## src/rtl/pipelined_addsub.sv

```systemverilog
// Pipelined WIDTH-bit adder/subtractor: one CHUNK-bit slice per stage, registered carry
// between stages, valid/ready handshake with a full-pipeline stall on output backpressure.
module pipelined_addsub #(
    parameter int WIDTH = 32,
    parameter int CHUNK = 8
) (
    input  logic             clk,
    input  logic             reset,
    input  logic             in_valid,
    output logic             in_ready,
    input  logic [WIDTH-1:0] In1,
    input  logic [WIDTH-1:0] In2,
    input  logic             Cin,
    input  logic             Sub,
    output logic             out_valid,
    input  logic             out_ready,
    output logic [WIDTH-1:0] Sum,
    output logic             Cout,
    output logic             Ovf
);

    localparam int STAGES = WIDTH / CHUNK;

    // Rank 0 is the capture register; rank k+1 holds the result of adder stage k.
    logic [STAGES:0]  v_q;
    logic [STAGES:0]  c_q;
    logic [WIDTH-1:0] a_q [0:STAGES];
    logic [WIDTH-1:0] b_q [0:STAGES];
    logic [WIDTH-1:0] s_q [0:STAGES];
    logic [CHUNK:0]   part [0:STAGES-1];
    logic             stall;

    assign stall     = out_valid & ~out_ready;
    assign in_ready  = ~stall;
    assign out_valid = v_q[STAGES];
    assign Sum       = s_q[STAGES];
    assign Cout      = c_q[STAGES];
    assign Ovf       = (a_q[STAGES][WIDTH-1] == b_q[STAGES][WIDTH-1]) &&
                       (s_q[STAGES][WIDTH-1] != a_q[STAGES][WIDTH-1]);

    always_comb begin
        for (int k = 0; k < STAGES; k++) begin
            part[k] = {1'b0, a_q[k][k*CHUNK +: CHUNK]} +
                      {1'b0, b_q[k][k*CHUNK +: CHUNK]} +
                      {{CHUNK{1'b0}}, c_q[k]};
        end
    end

    // Data registers only load behind a valid entry, so a bubble leaves the output payload untouched.
    always_ff @(posedge clk) begin
        if (reset) begin
            v_q <= '0;
            c_q <= '0;
            for (int k = 0; k <= STAGES; k++) begin
                a_q[k] <= '0;
                b_q[k] <= '0;
                s_q[k] <= '0;
            end
        end else if (!stall) begin
            v_q[0] <= in_valid;
            if (in_valid) begin
                a_q[0] <= In1;
                b_q[0] <= Sub ? ~In2 : In2;
                c_q[0] <= Sub | Cin;
            end
            for (int k = 0; k < STAGES; k++) begin
                v_q[k+1] <= v_q[k];
                if (v_q[k]) begin
                    a_q[k+1]                  <= a_q[k];
                    b_q[k+1]                  <= b_q[k];
                    c_q[k+1]                  <= part[k][CHUNK];
                    s_q[k+1]                  <= s_q[k];
                    s_q[k+1][k*CHUNK +: CHUNK] <= part[k][CHUNK-1:0];
                end
            end
        end
    end

endmodule
```

## config.mk

```make
export PLATFORM = sky130hd
export DESIGN_NAME = pipelined_addsub
export DESIGN_NICKNAME = d
export VERILOG_FILES = /design/src/rtl/pipelined_addsub.sv
export SDC_FILE = /design/constraint.sdc
export NUM_CORES = 1
export LEC_CHECK = 0
export CORE_MARGIN = 2
export CORE_UTILIZATION = 50
export DETAILED_ROUTE_END_ITERATION = 6
export GPL_TIMING_DRIVEN = 0
export PLACE_DENSITY = 0.73
export REMOVE_ABC_BUFFERS = 1
export SETUP_SLACK_MARGIN = 0.2
export SKIP_CTS_REPAIR_TIMING = 1
export SYNTH_ARGS = -nofsm -noshare
export SYNTH_HDL_FRONTEND = slang
export SYNTH_SLANG_ARGS = --single-unit
export TNS_END_PERCENT = 30
```

## constraint.sdc

```tcl
create_clock -name clk -period 8 [get_ports clk]
set_input_delay 2.4 -clock clk [delete_from_list [all_inputs] [get_ports clk]]
set_output_delay 2.4 -clock clk [all_outputs]
set_load 0.02 [all_outputs]
```

### After elaboration in Yosys (flattened, before gate mapping)

Memory sizes are Yosys's and may differ from the RTL's.
Index checks and enable logic that the tools add are counted.

* register bits: 10
* RAM bits: 480
* bits of input ports: 70
* output and inout bits: 36
* word-level logic and storage cells: 89
* memories kept: 3

Memories
* a_q: words 5, bits a word 32, rd ports 5, clocked after Yosys merged registers in 0, write ports 5, line 27 `logic [WIDTH-1:0] a_q [0:STAGES];`
* b_q: words 5, bits a word 32, rd ports 5, clocked after Yosys merged registers in 0, write ports 5, line 28 `logic [WIDTH-1:0] b_q [0:STAGES];`
* s_q: words 5, bits a word 32, rd ports 5, clocked after Yosys merged registers in 0, write ports 5, line 29 `logic [WIDTH-1:0] s_q [0:STAGES];`

* add/subtract/negate cells: 8
* equality and inequality tests: 2
* muxes and demuxes: 41
* bitwise gates (word level): 23
* reduce and logical (&&, ||, !) cells: 6

Operator list (number)
* $mux W32: 15
* $add A8 B8 Y9: 4
* $add A9 B1 Y9: 4
* $mux W8: 4
* $not A32 Y32: 1
* $mux W1: 22
* $or A1 B1 Y1: 19
* $reduce_and A2 Y1: 5
* $not A1 Y1: 2
* $and A1 B1 Y1: 1
* $eq A1 B1 Y1: 1
* $logic_and A1 B1 Y1: 1
* $ne A1 B1 Y1: 1

### Logic depth before layout (Yosys ltp)

* word-level depth: 7
* depth in mapped cells: 8
* depth with buffers taken out: 8

### Worst setup path before layout

No wires, ideal clock.

* path type: input port to output port
* start point: input out_ready
* end point: output in_ready
* data arrival time: 2.988 ns
* data required time: 5.600 ns
* setup slack: 2.612 ns
* cell stages on the path: 3
* path buffers: 1
* cell sequence: nor2b_1 clkbuf_1 clkinv_1

* word-level cells in the longest chain between the ends: 3

RTL lines
* start, declared: line 16 `input logic out_ready,`
* $not A1 Y1: line 33 `assign stall = out_valid & ~out_ready;`
* $and A1 B1 Y1: line 33
* $not A1 Y1 (no line)
* end, declared: line 10 `output logic in_ready,`

Every way passes these cells.

### Final worst setup path

Same ends and word-level chain as after synthesis.

==> impl_metrics.tcl <==
set metrics [dict create \
    hold_path_class "reg -> reg" \
    drc 0 \
    overflow 0 \
    worstPathMaxFanout 8 \
    dieHeight_um 152.8 \
    worst_pin_slew_ns 1.138 \
    core_mm2 0.02176 \
    crit_type "in -> out" \
    cp-start-kind "input port" \
    whs_ns 0.4939 \
    maxCapViolations 0 \
    ant_nets 0 \
    syn-cell-area_mm2 0.01106 \
    finClkSkew_ns 0.01371 \
    yosys_register_bits 252 \
    grt_busiest_layer "met2" \
    areaGrowthSynthToFinish_pct 16.73 \
    cts_root_buffer "clkbuf_16" \
    fp.dieW_um 152.8 \
    core.rowCount 54 \
    antenna_found_initial 0 \
    insertion_delay_ns 0.51 \
    gr-usage-all-layers_pct 14.38 \
    fmax_mhz 143.8 \
    worstPathRequired_ns 5.60 \
    relSlewSlack_pct 24.15 \
    routabilityCongestion 0.7786 \
    synth_cells 793 \
    port_buffers 105 \
    peakVddDrop_mv 0.1311 \
    hold_viol 0 \
    clkTransAtPathRegs_ns 0.06 \
    powerDensity_mw_per_mm2 232.3 \
    antenna_cells 0 \
    status "completed" \
    layout_min_cycle_time_ns 6.956 \
    end_kind "primary output" \
    clk_path_buf_depth 3 \
    synth.distinct_cells 39 \
    ios 106 \
    yosysSeqAreaShare_pct 67.50 \
    start_util_pct 50.85 \
    cts_buffers 25 \
    final_layout_size_suffix_gt1_share_pct 5.568 \
    clock-sinks 252 \
    num_vias 5728 \
    post_drt_via_cell_ratio 4.938 \
    wirelength_mm 16.56 \
    rsz0062_at_grt "false" \
    worst_ep_arrival_time_ns 4.56 \
    dieArea_mm2 0.02333 \
    placed_cells 1115 \
    p_leak_nw 4.985 \
    slew_viol_final 0 \
    use_met3_pct 2.332 \
    grt_max_degree 82 \
    met1_usage_pct 19.52 \
    grt_pass1_vias 5718 \
    drt_iter0_markers 277 \
    grt_pass1_wl_mm 27.83 \
    drt_pass1_iterations 4 \
    cts_tree "yes" \
    stdcell_count 1160 \
    layout_commonest_cell "edfxtp_1" \
    wl_per_cell_um 14.28 \
    final_cell_mix "edfxtp_1 (242), and2_1 (130), clkdlybuf4s50_1 (104)" \
    syn_area_per_cell_um2 13.95 \
    htreeDepth 1 \
    grtUsageMet2_pct 23.32 \
    hpwl_mm 11.15 \
    synth-warning-count 0 \
    fin_util_pct 59.36 \
    min_period_over_period_pct 86.96 \
    num-nets-final 968 \
    setup_viol 0 \
]
## cells by family after synthesis
group                    after synthesis  share of synthesized area, %
AND/OR/NAND/NOR                      302                         15.23
flip-flops                           252                         67.50
AO/OA/AOI/OAI                         80                         4.660
buffers and inverters                 80                         4.592
XOR/XNOR                              43                         3.404
adder cells (fa/ha/maj)               36                         4.614
## layout make-up
cell class | instances | area [um^2]
tap | 280 | 350.3
fill | 1742 | 8842
multi-input combinational | 461 | 3122
sequential | 252 | 7467
clock buffer | 29 | 640.6
clock inverter | 16 | 156.4
timing repair buffer | 109 | 1129
inverter | 13 | 48.80
## Yosys cell counts
master	instances	area [um^2]
o31a_1	2	17.52
dfxtp_1	10	200.2
xor2_1	8	70.07
a2bb2oi_1	1	8.760
and3_1	54	337.8
o21ai_1	1	5.000
clkinv_1	1	3.750
nand2b_1	14	87.58
a21oi_1	21	105.1
o21bai_1	6	45.04
a22oi_1	1	7.510
edfxtp_1	242	7267
nor2b_1	5	31.28
nor3_1	15	75.07
xnor2_1	35	306.5
nand3_1	1	5.000
buf_4	32	240.2
o211ai_1	3	22.52
ha_1	28	350.3
buf_1	2	7.510
clkbuf_1	18	67.56
a2111oi_0	1	8.760
a211oi_1	14	105.1
o21ai_0	15	75.07
nand3b_1	1	7.510
fa_1	8	160.2
buf_6	11	123.9
nor2_1	55	206.5
o2bb2ai_1	2	17.52
or4_4	1	11.26
nand2_1	23	86.33
and2_1	130	813.3
nand4b_1	1	8.760
a21boi_0	2	15.01
nor3b_1	2	15.01
buf_2	4	20.02
o21a_1	5	37.54
a21o_1	6	45.04
inv_1	12	45.04
## layer usage
metal | vias to the layer above | wire [um]
li1 | 2927 | -
met1 | 2627 | 7533
met2 | 132 | 7739
met3 | 42 | 759
met4 | 0 | 531
met5 | - | 0
## critical path, cell delays in order
cell             delay [ns]
clkdlybuf4s50_1        0.40
nor2b_1                0.58
clkinv_1               0.51
clkdlybuf4s50_1        0.66
## sequential cells by signal (all words and copies together) (netlist names)
register and cells:
b_q 81, v_q 5, a_q 81, c_q 5
s_q 80
## power by group
part	switching, mW	internal (mW)	leakage (nW)	total, mW
combinational	0.156	0.135	1.96	0.291
sequential	0.0247	1.55	2.64	1.58
clock	0.463	0.668	0.383	1.13
## metrics by stage
stage          setup WS, ns  setup TNS [ns]  total power [mW]  cell area [um^2]
2_1_floorplan         2.345               0             1.780             10600
3_3_place_gp        -0.4018          -43.74             1.886             12010
3_5_place_dp          1.048               0             1.901             12110
4_1_cts               1.032               0             3.033             12910
5_1_grt              0.8864               0             3.125             12910
6_report              1.044               0             3.000             12910
## path summary, 6_finish.rpt
| kind | start | end | slack [ns] | cells after the start |
|---|---|---|---|---|
| setup / recovery | out_ready | in_ready | 1.04 | 4 |
| hold / removal | v_q[2]$_SDFFE_PP0N_ | v_q[2]$_SDFFE_PP0N_ | 0.49 | 2 |
| setup reg to reg | v_q[4]$_SDFFE_PP0N_ | a_q[0][94]$_SDFFCE_PP0P_ | 5.09 | 4 |
| hold reg to reg | v_q[2]$_SDFFE_PP0N_ | v_q[2]$_SDFFE_PP0N_ | 0.49 | 2 |
No activity file was read; power rests on OpenSTA's default activity.
